### config.mk
export PLATFORM = sky130hd
export DESIGN_NAME = glyph_rom_arbiter
export DESIGN_NICKNAME = d
export VERILOG_FILES = /design/src/rtl/glyph_pkg.sv /design/src/rtl/rr_pick.sv /design/src/rtl/glyph_rom_arbiter.sv
export SDC_FILE = /design/constraint.sdc
export NUM_CORES = 1
export LEC_CHECK = 0
export CORE_MARGIN = 2
export CORE_UTILIZATION = 35
export CTS_CLUSTER_DIAMETER = 60
export DETAILED_ROUTE_END_ITERATION = 12
export GPL_TIMING_DRIVEN = 0
export PLACE_DENSITY_LB_ADDON = 0.08
export SYNTH_ARGS = -nofsm -noshare
export SYNTH_HDL_FRONTEND = slang
export SYNTH_SLANG_ARGS = --single-unit
### constraint.sdc
create_clock -name clk -period 5.25 [get_ports clk]
set_input_delay 1.05 -clock clk [delete_from_list [all_inputs] [get_ports clk]]
set_output_delay 1.05 -clock clk [all_outputs]
set_load 0.05 [all_outputs]
### src/rtl/glyph_pkg.sv
// Shared definitions for the glyph ROM and its clients.
//   - GLYPH_AW / GLYPH_DW : glyph ROM address and row-word widths.
//   - CHAR_* : base row address of each glyph (16 rows per glyph).
//   - req_idx_t : requester index, wide enough for up to MAX_NREQ requesters.
//   - next_idx() : round-robin successor of a requester index.
package glyph_pkg;

  localparam int GLYPH_AW = 10;
  localparam int GLYPH_DW = 32;

  localparam int CHAR_WIDTH  = 32;  // pixels per row word
  localparam int CHAR_HEIGHT = 16;  // rows per glyph

  localparam logic [GLYPH_AW-1:0] CHAR_0 = 10'h000;
  localparam logic [GLYPH_AW-1:0] CHAR_1 = 10'h010;
  localparam logic [GLYPH_AW-1:0] CHAR_2 = 10'h020;
  localparam logic [GLYPH_AW-1:0] CHAR_3 = 10'h030;
  localparam logic [GLYPH_AW-1:0] CHAR_4 = 10'h040;
  localparam logic [GLYPH_AW-1:0] CHAR_5 = 10'h050;
  localparam logic [GLYPH_AW-1:0] CHAR_6 = 10'h060;
  localparam logic [GLYPH_AW-1:0] CHAR_7 = 10'h070;
  localparam logic [GLYPH_AW-1:0] CHAR_8 = 10'h080;
  localparam logic [GLYPH_AW-1:0] CHAR_9 = 10'h090;
  localparam logic [GLYPH_AW-1:0] CHAR_a = 10'h0A0;

  localparam int MAX_NREQ  = 8;
  localparam int REQ_IDX_W = 3;

  typedef logic [REQ_IDX_W-1:0] req_idx_t;

  // Successor of i in a ring of n requesters (n-1 wraps to 0).
  function automatic req_idx_t next_idx(input req_idx_t i, input int unsigned n);
    return (32'(i) == n - 1) ? '0 : i + 1'b1;
  endfunction

endpackage

### src/rtl/rr_pick.sv
// Combinational round-robin picker.
// Finds the first asserted request at index ptr, ptr+1, ... wrapping
// modulo NREQ.
//   req    : request vector
//   ptr    : highest-priority index this cycle
//   onehot : one-hot of the chosen requester (0 when none)
//   idx    : index of the chosen requester (0 when none)
//   any    : at least one request asserted
module rr_pick
  import glyph_pkg::*;
#(
  parameter int NREQ = 4
) (
  input  logic [NREQ-1:0] req,
  input  req_idx_t        ptr,
  output logic [NREQ-1:0] onehot,
  output req_idx_t        idx,
  output logic            any
);

  // Two passes avoid a modulo index: first the indices at or above ptr,
  // then the ones below it that the wrap brings round.
  always_comb begin
    // NOTE: every output gets a default before any conditional write, so no
    // path leaves a value unassigned and no latch is inferred.
    onehot = '0;
    idx    = '0;
    any    = 1'b0;
    for (int i = 0; i < NREQ; i++) begin
      if (!any && req[i] && (i >= int'(ptr))) begin
        any       = 1'b1;
        idx       = req_idx_t'(i);
        onehot[i] = 1'b1;
      end
    end
    for (int i = 0; i < NREQ; i++) begin
      if (!any && req[i] && (i < int'(ptr))) begin
        any       = 1'b1;
        idx       = req_idx_t'(i);
        onehot[i] = 1'b1;
      end
    end
  end

endmodule

### src/rtl/glyph_rom_arbiter.sv
// Round-robin arbiter sharing one synchronous glyph ROM among NREQ text
// renderers. One grant per cycle; the ROM word comes back to the granted
// requester a fixed RD_LAT+1 edges after its grant, in grant order.
//
// Ports:
//   clk       : pixel clock
//   rst       : asynchronous reset, active low
//   req       : per-requester read request, held until granted
//   req_adr   : packed addresses, slot i at [i*AW +: AW]
//   req_lock  : (GLYPH_ARB_LOCK_EN only) ask to keep the grant next cycle
//   gnt       : registered one-hot grant
//   rom_adr   : registered ROM address
//   rom_data  : ROM read data, valid RD_LAT edges after rom_adr
//   rsp_valid : one-cycle one-hot pulse marking rsp_data's owner
//   rsp_data  : registered copy of rom_data
//
// Build option GLYPH_ARB_LOCK_EN: adds req_lock and MAX_LOCK so a requester
// can hold the ROM for bursts of up to MAX_LOCK back-to-back grants.
module glyph_rom_arbiter
  import glyph_pkg::*;
#(
  parameter int NREQ   = 4,
  parameter int AW     = GLYPH_AW,
  parameter int DW     = GLYPH_DW,
  parameter int RD_LAT = 1
`ifdef GLYPH_ARB_LOCK_EN
  ,
  parameter int MAX_LOCK = 16
`endif
) (
  input  logic             clk,
  input  logic             rst,
  input  logic [NREQ-1:0]  req,
  input  logic [NREQ*AW-1:0] req_adr,
`ifdef GLYPH_ARB_LOCK_EN
  input  logic [NREQ-1:0]  req_lock,
`endif
  output logic [NREQ-1:0]  gnt,
  output logic [AW-1:0]    rom_adr,
  input  logic [DW-1:0]    rom_data,
  output logic [NREQ-1:0]  rsp_valid,
  output logic [DW-1:0]    rsp_data
);

  req_idx_t        ptr;
  req_idx_t        gnt_idx;   // index matching the registered gnt
  logic [NREQ-1:0] pick_oh;
  req_idx_t        pick_idx;
  logic            pick_any;

  logic [NREQ-1:0] sel_oh;
  req_idx_t        sel_idx;
  logic            sel_any;
  req_idx_t        ptr_next;
  logic [AW-1:0]   sel_adr;

  rr_pick #(.NREQ(NREQ)) u_pick (
    .req    (req),
    .ptr    (ptr),
    .onehot (pick_oh),
    .idx    (pick_idx),
    .any    (pick_any)
  );

`ifdef GLYPH_ARB_LOCK_EN
  localparam logic [4:0] MAX_LOCK_C = 5'(MAX_LOCK);

  logic [4:0] burst_cnt;  // consecutive grants held by the current owner
  logic       lock_hit;

  // gnt is one-hot of the current owner, so masking with it selects that
  // requester's req and req_lock.
  assign lock_hit = (|(gnt & req & req_lock)) && (burst_cnt < MAX_LOCK_C);

  always_ff @(posedge clk or negedge rst) begin
    if (!rst) begin
      burst_cnt <= '0;
    end else if (lock_hit) begin
      burst_cnt <= burst_cnt + 5'd1;
    end else if (pick_any) begin
      burst_cnt <= 5'd1;       // a fresh grant starts a new burst
    end else begin
      burst_cnt <= '0;
    end
  end
`endif

  always_comb begin
    sel_oh   = pick_oh;
    sel_idx  = pick_idx;
    sel_any  = pick_any;
    ptr_next = pick_any ? next_idx(pick_idx, NREQ) : ptr;
`ifdef GLYPH_ARB_LOCK_EN
    // Locked re-grant: keep the owner and leave ptr where it was.
    if (lock_hit) begin
      sel_oh   = gnt;
      sel_idx  = gnt_idx;
      sel_any  = 1'b1;
      ptr_next = ptr;
    end
`endif
    sel_adr = rom_adr;  // no grant: address holds
    for (int i = 0; i < NREQ; i++) begin
      if (sel_oh[i]) sel_adr = req_adr[i*AW +: AW];
    end
  end

  always_ff @(posedge clk or negedge rst) begin
    // NOTE: registered state uses non-blocking assignments so every flop
    // samples pre-edge values regardless of statement order.
    if (!rst) begin
      gnt     <= '0;
      rom_adr <= '0;
      ptr     <= '0;
      gnt_idx <= '0;
    end else begin
      gnt     <= sel_oh;
      rom_adr <= sel_adr;
      ptr     <= ptr_next;
      if (sel_any) gnt_idx <= sel_idx;
    end
  end

  // Delay pipe: stage 0 is loaded while rom_adr is being presented; the
  // last stage lines up with rom_data and is turned into the response.
  logic     pipe_v   [RD_LAT];
  req_idx_t pipe_idx [RD_LAT];

  always_ff @(posedge clk or negedge rst) begin
    if (!rst) begin
      // NOTE: the pipe array is reset element by element; an unreset valid
      // bit would fire a response for a grant from before reset.
      for (int i = 0; i < RD_LAT; i++) begin
        pipe_v[i]   <= 1'b0;
        pipe_idx[i] <= '0;
      end
      rsp_valid <= '0;
      rsp_data  <= '0;
    end else begin
      pipe_v[0]   <= |gnt;
      pipe_idx[0] <= gnt_idx;
      for (int i = 1; i < RD_LAT; i++) begin
        pipe_v[i]   <= pipe_v[i-1];
        pipe_idx[i] <= pipe_idx[i-1];
      end
      rsp_data <= rom_data;
      for (int i = 0; i < NREQ; i++) begin
        rsp_valid[i] <= pipe_v[RD_LAT-1] && (pipe_idx[RD_LAT-1] == req_idx_t'(i));
      end
    end
  end

endmodule

==> results of run 1 <==
-- how the worst max path moves through the flow --
stage | endpoint | slack [ps] | cells after the start
2_1_floorplan | ptr[1]$_DFFE_PN0P_ | 2760 | 8
4_1_cts | ptr[1]$_DFFE_PN0P_ | 2430 | 8
6_report | ptr[1]$_DFFE_PN0P_ | 2430 | 8
3_5_place_dp | ptr[1]$_DFFE_PN0P_ | 2090 | 8
3_3_place_gp | rom_adr[2]$_DFFE_PN0P_ | 1390 | 1
5_1_grt | ptr[1]$_DFFE_PN0P_ | 2270 | 8
-- routing by layer --
layer	share of wire	GRT usage
met2	0.54	0.273
met3	0.070	0.0457
met1	0.38	0.184
met5	0	0
met4	0.012	0.0700
-- logic make-up after synthesis --
group / after synthesis / synth area share
AND/OR/NAND/NOR: 19 / 0.0476
adder cells (fa/ha/maj): 1 / 0.00581
multiplexers: 22 / 0.119
flip-flops: 57 / 0.662
AO/OA/AOI/OAI: 38 / 0.124
buffers and inverters: 13 / 0.0418
-- cell usage after synthesis, types with 2 or more instances --
master	n	share of area
o21ai_1	9	0.021
o22ai_1	2	0.0058
a21oi_1	4	0.0093
inv_1	4	0.0070
nor3b_1	2	0.0070
mux2_4	6	0.042
buf_2	3	0.0070
mux2i_1	11	0.051
mux2_2	5	0.026
buf_6	5	0.026
dfrtp_1	57	0.66
a22oi_1	10	0.035
o21ai_0	6	0.014
nor2_1	3	0.0052
nand2_1	5	0.0087
-- worst max-delay path: cells and delay by family --
| family | cells | cell delay, ps |
|---|---|---|
| fa+ha+maj | 1 | 210 |
| mux | 1 | 250 |
| buf+inv | 3 | 910 |
| compound gates | 2 | 520 |
| simple gates | 1 | 80 |
-- power by group through the flow --
| stage | logic (mW) | clock network, mW | registers [mW] |
|---|---|---|---|
| 4_1_cts | 0.731 | 0.441 | 0.591 |
| 3_5_place_dp | 0.730 | 0 | 0.598 |
| 2_1_floorplan | 0.223 | 0 | 0.839 |
| 6_report | 0.722 | 0.427 | 0.590 |
| 5_1_grt | 0.772 | 0.463 | 0.601 |
| 3_3_place_gp | 0.724 | 0 | 0.594 |
-- layout make-up --
class,count,share of cell area
buffer,8,0.0191
clock buffer,10,0.0343
clock inverter,6,0.0222
inverter,5,0.00504
multi-input combinational,80,0.171
sequential,57,0.383
tap,75,0.0252
timing repair buffer,126,0.340
-- placed cells by master (no fill, tap or decap), types with 2 or more instances in the layout --
cell type        count
o22ai_1              2
o21ai_1              9
a21oi_1              4
a22oi_1             10
clkbuf_8             9
nor3b_1              2
buf_6                5
nand2_1              5
dfrtp_1             57
bufinv_16            2
clkinv_2             3
nor2_1               3
o21ai_0              6
buf_2                4
inv_1                4
mux2_4               6
clkdlybuf4s50_1    124
mux2_2               5
mux2i_1             11
-- sequential cells by signal, summed over array words and instances, names as in the netlist --
register / count
gnt_idx: 2
rom_adr: 10
gnt: 4
rsp_valid: 4
pipe_v: 1
ptr: 2
rsp_data: 32
pipe_idx: 2
-- per-stage QoR --
stage | util | std cells | hold slack, ps
after floorplan | - | 150 | 349
after global placement | 0.591 | 350 | 362
after detailed placement | 0.594 | 351 | 364
after CTS | 0.629 | 367 | 381
after global routing | 0.629 | 367 | 395
final | 0.629 | 367 | 381
==> flow_metrics.env, run 1 <==
export IMPL_hold_viol=0
export IMPL_end_kind="flip-flop"
export IMPL_die_height_um=82.5
export IMPL_cts_tree="yes"
export IMPL_multi_input_area_um2=638
export IMPL_ir_worst_vdd_uv=246
export IMPL_r2r_end="ptr[1]$_DFFE_PN0P_"
export IMPL_critPathMaxStageDelay_ps=580
export IMPL_fp_dieW_um=82.5
export IMPL_fin_crit_ps=2820
export IMPL_grt_ovfl_total=0
export IMPL_finalSetupTns_ps=0
export IMPL_maxCapViolations=0
export IMPL_antenna_left=0
export IMPL_start_util=0.364
export IMPL_syn_inst=150
export IMPL_cpMaxStageDelayCell="clkdlybuf4s50_1"
export IMPL_worstPathCellList="clkdlybuf4s50_1 > o21ai_0 > o211a_1 > buf_2 > inv_1 > nand2_1 > ha_1 > mux2_2"
export IMPL_cp_required_ps=5450
export IMPL_ys_flop_type="dfrtp_1"
export IMPL_r2r_slack_ps=3260
export IMPL_clk_latency_ps=320
export IMPL_coreArea_um2=5920
export IMPL_power_switching_mw=0.645
export IMPL_ios=128
export IMPL_ys_seq_area_frac=0.662
export IMPL_antenna_cells=0
export IMPL_post_cts_buffers=0
export IMPL_vias=1671
export IMPL_p_comb_frac=0.415
export IMPL_max_freq_ghz=0.354
export IMPL_p_seq_frac=0.339
export IMPL_period_share=0.538
export IMPL_r2r_start="ptr[0]$_DFFE_PN0P_"
export IMPL_grt_usage=0.159
export IMPL_finalWeightedCongestion=0.681
export IMPL_regArea_um2=1430
export IMPL_nets=366
export IMPL_hold_path_class="reg2reg"
export IMPL_clock_skew_ps=5.08
export IMPL_power_leakage_nw=1.64
export IMPL_nFillCells=500
export IMPL_grt_pass1_vias=1663
export IMPL_dr_pass1_iters=4
export IMPL_dp_slack_ps=2090
export IMPL_ys_ff_latch=57
export IMPL_slew_headroom=0.626
export IMPL_cts_root_buf="clkbuf_8"
export IMPL_cts_sinks=57
export IMPL_crit_start="req[1]"
export IMPL_worst_r2r_path_depth=7
export IMPL_wirelength_um=5150
export IMPL_powerDensity_nw_per_um2=467
export IMPL_crit_arrival_ps=3020
export IMPL_setup_viol=0
export IMPL_cp_max_fo=10
export IMPL_hold_buffers=0
export IMPL_dpl_instance_area_um2=3510
export IMPL_drive_above_1_share=0.137
export IMPL_slew_violations=0
export IMPL_viasPerCell=4.55
export IMPL_synth_nets=229
export IMPL_grt_antenna_before_repair=0
export IMPL_drt_wirelength_per_cell_um=14.0
export IMPL_rsz0062_at_grt="false"
export IMPL_whs_path_depth=0
export IMPL_cts_buffers=9
export IMPL_core_rowCount=28
export IMPL_synth_edff_count=0
export IMPL_crit_type="in2reg"
export IMPL_drtIter0Drc=24
export IMPL_syn_avg_cell_area_um2=14.4
export IMPL_areaGrowthSynthToFinish_pct=72.9
export IMPL_status="finished clean"
export IMPL_drcViolationCount=0
export IMPL_synthArstFlopShare=1.00
export IMPL_final_area_um2=3720
export IMPL_p_int_mw=1.09
export IMPL_dieArea_um2=6800
export IMPL_ctsHtreeMaxLevel=3
export IMPL_grt_start_max_net_pins=33
export IMPL_hold_path_end="pipe_idx[0]$_DFF_PN0_"
export IMPL_syn_area_um2=2150
export IMPL_cts_buffer_depth=2
export IMPL_start_kind="input port"
export IMPL_hp_start="gnt_idx[0]$_DFFE_PN0P_"
export IMPL_ctsResizeCount=0
export IMPL_p_total_mw=1.74
export IMPL_max_slew_worst_pin_slew_ps=561
export IMPL_fin_ws_ps=2430
export IMPL_grt_pass1_wl_um=8050
export IMPL_io_buffers=125
export IMPL_synth_cell_types=33
export IMPL_ys_warnings_count=0
export IMPL_hpwl_um=4000
export IMPL_clkPwrFrac=0.246
export IMPL_sw_frac_of_total=0.371
export IMPL_clkSlewWorstSetupHoldPaths_ps=60
No activity file was read; power rests on OpenSTA's default activity.
==> run 2: changes to the inputs <==
Settings changed: CORE_UTILIZATION 35 to 34.
Clock period 5.25 ns to 2.4 ns, I/O delays scaled along.
==> run 2 against run 1 <==
Clock-buffer cell count up 1. Critical path type unchanged. Utilization down 3.0 points. Non-clock buffer count unchanged. Routed wire length down 0.51%. Power up 120%. Register-to-register slack worse by 2800 ps. First-iteration DRC count up 130%. Clock skew up 0.89 ps. Sequential power up 120%.
==> flow_metrics.env, run 2 (synthesis gave the netlist of run 1 again) <==
export IMPL_ctsResizeCount=0
export IMPL_clk_latency_ps=320
export IMPL_multi_input_area_um2=638
export IMPL_drtIter0Drc=55
export IMPL_sw_frac_of_total=0.370
export IMPL_hpwl_um=3890
export IMPL_max_freq_ghz=0.447
export IMPL_grt_usage=0.156
export IMPL_clkPwrFrac=0.253
export IMPL_fp_dieW_um=83.6
export IMPL_powerDensity_nw_per_um2=1030
export IMPL_r2r_start="ptr[0]$_DFFE_PN0P_"
export IMPL_top_usage_layer="met2"
export IMPL_cp_max_fo=10
export IMPL_drive_above_1_share=0.137
export IMPL_wirelength_um=5120
export IMPL_antenna_left=0
export IMPL_nets=366
export IMPL_die_height_um=83.6
export IMPL_grt_ovfl_total=0
export IMPL_largest_register="rsp_data"
export IMPL_crit_arrival_ps=2440
export IMPL_grt_pass1_vias=1792
export IMPL_crit_start="req[1]"
export IMPL_post_cts_buffers=0
export IMPL_start_util=0.345
export IMPL_viasPerCell=4.60
export IMPL_final_util=0.599
export IMPL_dpl_instance_area_um2=3520
export IMPL_cts_tree="yes"
export IMPL_setup_viol=0
export IMPL_drcViolationCount=0
export IMPL_clkSlewWorstSetupHoldPaths_ps=60
export IMPL_core_rowCount=29
export IMPL_slew_violations=0
export IMPL_clock_skew_ps=5.97
export IMPL_final_cell_count_no_fill=369
export IMPL_start_kind="input port"
export IMPL_cts_buffers=9
export IMPL_cts_buffer_depth=2
export IMPL_hold_path_class="in2async"
export IMPL_areaGrowthSynthToFinish_pct=73.5
export IMPL_p_seq_frac=0.335
export IMPL_power_switching_mw=1.42
export IMPL_grt_pass1_wl_um=8560
export IMPL_cts_root_buf="clkbuf_8"
export IMPL_slew_headroom=0.576
export IMPL_most_common_layout_cells="124 x clkdlybuf4s50_1, 57 x dfrtp_1, 11 x mux2i_1"
export IMPL_rsz0062_at_grt="false"
export IMPL_hold_viol=0
export IMPL_use_met1=0.172
export IMPL_final_area_um2=3740
export IMPL_layout_commonest_cell="clkdlybuf4s50_1"
export IMPL_end_kind="flip-flop"
export IMPL_grt_use_met3=0.0673
export IMPL_regArea_um2=1430
export IMPL_max_slew_worst_pin_slew_ps=636
export IMPL_crit_type="in2reg"
export IMPL_power_leakage_nw=1.65
export IMPL_nFillCells=530
export IMPL_cts_sinks=57
export IMPL_dieArea_um2=6990
export IMPL_largest_registers="rsp_data x32, rom_adr x10"
export IMPL_largest_reg_flops=32
export IMPL_dr_pass1_iters=4
export IMPL_fin_crit_ps=2240
export IMPL_ctsHtreeMaxLevel=3
export IMPL_drt_wirelength_per_cell_um=13.9
export IMPL_maxCapViolations=0
export IMPL_finalWeightedCongestion=0.782
export IMPL_p_comb_frac=0.413
export IMPL_coreArea_um2=6240
export IMPL_antenna_cells=0
export IMPL_ios=128
export IMPL_cp_required_ps=2610
export IMPL_vias=1699
export IMPL_hold_buffers=0
export IMPL_io_buffers=125
export IMPL_grt_start_max_net_pins=31
export IMPL_period_share=0.931
export IMPL_grt_antenna_before_repair=0
export IMPL_dp_cells=353
export IMPL_met2_usage=0.268
export IMPL_status="finished clean"
export IMPL_p_int_mw=2.43
export IMPL_ir_worst_vdd_uv=584
export IMPL_p_total_mw=3.85
==> run 2: changes by cell type in the layout (fill, tap and decap cells not counted), sizes merged <==
cell and change:
clkinvlp -1, clkbuf +1
==> run 2: final timing paths <==
check | end | slack [ps] | cells past startpoint
max in group asynchronous | rsp_data[30]$_DFF_PN0_ | 1640 | 2
hold / removal | rsp_data[11]$_DFF_PN0_ | 170 | 1
min in group clk | pipe_idx[0]$_DFF_PN0_ | 380 | 0
setup / recovery | ptr[1]$_DFFE_PN0P_ | 160 | 8
setup reg to reg | ptr[1]$_DFFE_PN0P_ | 410 | 7
hold reg to reg | pipe_idx[0]$_DFF_PN0_ | 380 | 0
==> run 2: through the flow <==
step	worst slack, ps	setup TNS [ps]	hold slack (ps)
6_report	165	0	175
3_5_place_dp	-170	-170	375
5_1_grt	53.3	0	207
3_3_place_gp	-885	-50500	363
2_1_floorplan	476	0	184
4_1_cts	179	0	184
==> run 2: power by group through the flow <==
| stage | Clock (mW) | Combinational [mW] | Sequential [mW] |
|---|---|---|---|
| 6_report | 0.972 | 1.59 | 1.29 |
| 5_1_grt | 1.05 | 1.68 | 1.32 |
| 4_1_cts | 1.00 | 1.60 | 1.29 |
| 3_5_place_dp | 0 | 1.60 | 1.30 |
| 3_3_place_gp | 0 | 1.59 | 1.30 |
| 2_1_floorplan | 0 | 0.488 | 1.83 |
==> run 2: layout make-up <==
cell class	instances	share of cell area
clock buffer	11	0.0378
inverter	5	0.00502
buffer	8	0.0191
tap	77	0.0258
clock inverter	5	0.0211
sequential	57	0.382
timing repair buffer	126	0.339
multi-input combinational	80	0.171
==> run 2: critical path, cell delays in order <==
cell and delay, ps:
clkdlybuf4s50_1 570, o21ai_0 280, o211a_1 220, buf_2 240, inv_1 100, nand2_1 80, ha_1 220, mux2_2 250
==> run 2: per-layer routing <==
layer | share of wire | wire [um]
met2 | 0.51 | 2630
met1 | 0.37 | 1920
met3 | 0.090 | 459
met4 | 0.022 | 113
met5 | 0 | 0
==> run 3: changes to the inputs <==
Settings changed: RECOVER_POWER from default to 100, SYNTH_HIERARCHICAL from default to 1.
==> run 3 against run 2 <==
Sequential share of layout area grew 0.32 points. Non-clock buffer count increased by 2. Clock power up 11%. Synthesized cell count grew 6.7%. Routed wire length up 18%. Critical path depth increased by 1. Via count rose by 8.0%. Critical path type unchanged. Critical endpoint is now rom_adr[4]$_DFFE_PN0P_. Largest cell class unchanged. Highest routed layer unchanged.
==> flow_metrics.env, run 3 <==
export IMPL_status="finished clean"
export IMPL_largest_registers="rsp_data x32, rom_adr x10"
export IMPL_largest_reg_flops=32
export IMPL_powerDensity_nw_per_um2=1050
export IMPL_die_height_um=85.5
export IMPL_syn_avg_cell_area_um2=14.1
export IMPL_grt_pass1_vias=1816
export IMPL_slew_headroom=0.290
export IMPL_p_int_mw=2.59
export IMPL_clock_skew_ps=6.89
export IMPL_antenna_left=0
export IMPL_hold_slack_ps=324
export IMPL_ys_flop_type="dfrtp_1"
export IMPL_core_rowCount=29
export IMPL_dpl_instance_area_um2=3640
export IMPL_cts_buffers=9
export IMPL_power_leakage_nw=1.73
export IMPL_power_switching_mw=1.52
export IMPL_drcViolationCount=0
export IMPL_grt_usage=0.169
export IMPL_crit_type="in2reg"
export IMPL_start_kind="input port"
export IMPL_hold_viol=0
export IMPL_maxCapViolations=0
export IMPL_clkPwrFrac=0.262
export IMPL_synth_area_top_cells="dfrtp_1 66%, mux2_4 6.0%, a222oi_1 4.0%"
export IMPL_slew_violations=0
export IMPL_start_util=0.354
export IMPL_hpwl_um=4600
export IMPL_ys_ff_latch=60
export IMPL_antenna_cells=0
export IMPL_grt_ovfl_total=0
export IMPL_final_util=0.611
export IMPL_synth_common_cells="60 x dfrtp_1, 15 x a21oi_1, 14 x nor2_1"
export IMPL_grt_antenna_before_repair=0
export IMPL_grt_start_max_net_pins=43
export IMPL_syn_area_um2=2260
export IMPL_synth_edff_count=0
export IMPL_hold_buffers=0
export IMPL_io_buffers=127
export IMPL_worstPathCellList="clkdlybuf4s50_1 > inv_1 > a21oi_2 > o32ai_1 > and2_0 > or4_1 > buf_4 > nor2_1 > a21oi_1"
export IMPL_cts_sinks=60
export IMPL_ios=128
export IMPL_p_seq_frac=0.329
export IMPL_critPathMaxStageDelay_ps=540
export IMPL_setup_viol=0
export IMPL_fp_dieW_um=85.5
export IMPL_rsz0062_at_grt="false"
export IMPL_final_area_um2=3900
export IMPL_cts_buffer_depth=2
export IMPL_synth_most_common_cell="dfrtp_1"
export IMPL_ys_seq_area_frac=0.665
export IMPL_most_common_layout_cells="82 x dlygate4sd3_1, 60 x dfrtp_1, 41 x clkdlybuf4s50_1"
export IMPL_nets=378
export IMPL_synthArstFlopShare=1.00
export IMPL_cts_root_buf="clkbuf_8"
export IMPL_fin_ws_ps=176
export IMPL_viasPerCell=4.83
export IMPL_max_slew_worst_pin_slew_ps=1060
export IMPL_drtIter0Drc=82
export IMPL_drive_above_1_share=0.149
export IMPL_vias=1835
export IMPL_synth_top_area_cell="dfrtp_1"
export IMPL_p_comb_frac=0.410
export IMPL_clkSlewWorstSetupHoldPaths_ps=70
export IMPL_synth_cell_types=37
export IMPL_end_kind="flip-flop"
export IMPL_finalWeightedCongestion=0.776
export IMPL_ys_warnings_count=6
export IMPL_syn_inst=160
export IMPL_dp_slack_ps=-444
export IMPL_layout_commonest_cell="dlygate4sd3_1"
export IMPL_ir_worst_vdd_uv=587
export IMPL_areaGrowthSynthToFinish_pct=72.7
export IMPL_cts_tree="yes"
export IMPL_drt_wirelength_per_cell_um=15.9
export IMPL_dr_pass1_iters=5
export IMPL_hold_path_class="in2async"
export IMPL_synth_nets=239
export IMPL_cp_max_fo=10
export IMPL_cpMaxStageDelayCell="clkdlybuf4s50_1"
export IMPL_nFillCells=508
export IMPL_grt_pass1_wl_um=9340
export IMPL_crit_arrival_ps=2430
export IMPL_coreArea_um2=6390
export IMPL_period_share=0.927
export IMPL_ctsHtreeMaxLevel=3
export IMPL_dieArea_um2=7310
export IMPL_finalSetupTns_ps=0
export IMPL_synth_top_cell_area_share=0.665
export IMPL_cp_required_ps=2600
export IMPL_clk_latency_ps=320
export IMPL_sw_frac_of_total=0.370
export IMPL_max_freq_ghz=0.450
export IMPL_wirelength_um=6030
export IMPL_largest_register="rsp_data"
export IMPL_fin_crit_ps=2220
## run 3: cell types whose count changed in the layout (fill, tap and decap cells not counted), sizes merged, moves of 9 or more
cell           delta
clkdlybuf4s50    -83
dlygate4sd3      +82
o21ai            -13
mux2i            -11
nor2             +11
a21oi            +10
a22oi            -10
a222oi            +9
## run 3: cells by family (layout without fill, tap and decap cells)
family          count (synthesis)  count (layout)  share of synthesized area
mux                            15              15                     0.0897
other cells                     1               1                    0.00166
flops                          60              60                      0.665
buf+inv                        14             157                     0.0338
fa+ha+maj                       1               1                    0.00554
simple gates                   33              33                     0.0853
compound gates                 36              36                      0.119
## run 3: worst max-delay path: cells and delay by family
kind / cells / cell delay, ps
simple gates: 3 / 740
compound gates: 3 / 370
buf+inv: 3 / 820
## run 3: final cells by class
cell class / instances / area (um^2) / area share
plain buffers: 8 / 56.3 / 0.0144
clock buffers: 11 / 141 / 0.0362
clock inverters: 4 / 97.6 / 0.0250
inverters: 6 / 22.5 / 0.00577
multi-input cells: 86 / 708 / 0.182
flip-flops and latches: 60 / 1500 / 0.385
well taps: 77 / 96.3 / 0.0247
repair buffers: 128 / 1280 / 0.327
## run 3: stage by stage
stage | total power [mW] | instances
global placement | 3.09 | 364
global route | 4.35 | 380
detailed placement | 3.12 | 365
finish | 4.11 | 380
floorplan | 2.48 | 160
CTS | 4.23 | 380
## run 3: repair_timing
item                       in CTS  in global routing
setup endpoints to repair      10                 10
pin swaps                       1                  2
resized for setup               3                 10
setup buffers                   0                  0
## run 3: path summary, 6_finish.rpt
| check | startpoint | to | slack (ps) | cells past startpoint |
|---|---|---|---|---|
| worst max-delay path | req[3] | rom_adr[4]$_DFFE_PN0P_ | 180 | 9 |
| min in group clk | gnt_idx[0]$_DFFE_PN0P_ | pipe_idx[0]$_DFF_PN0_ | 380 | 0 |
| worst max register to register | ptr[1]$_DFFE_PN0P_ | rom_adr[0]$_DFFE_PN0P_ | 220 | 8 |
| max in group asynchronous | rst | pipe_idx[1]$_DFF_PN0_ | 550 | 2 |
| worst min-delay path | rst | rsp_data[30]$_DFF_PN0_ | 320 | 1 |
| worst min register to register | gnt_idx[0]$_DFFE_PN0P_ | pipe_idx[0]$_DFF_PN0_ | 380 | 0 |
## run 3: power by group through the flow
stage | Sequential (mW) | Clock [mW] | Combinational (mW)
after floorplan | 1.89 | 0 | 0.589
final | 1.35 | 1.08 | 1.68
after CTS | 1.36 | 1.12 | 1.75
after detailed placement | 1.38 | 0 | 1.74
after global placement | 1.37 | 0 | 1.72
after global routing | 1.39 | 1.16 | 1.79
## run 3: layer usage
layer / up-vias / part of all wire / track usage
met3: 9 / 0.080 / 0.0674
li1: 859 / - / -
met4: 0 / 0.020 / 0.0664
met5: - / 0 / 0
met1: 876 / 0.40 / 0.205
met2: 91 / 0.50 / 0.272
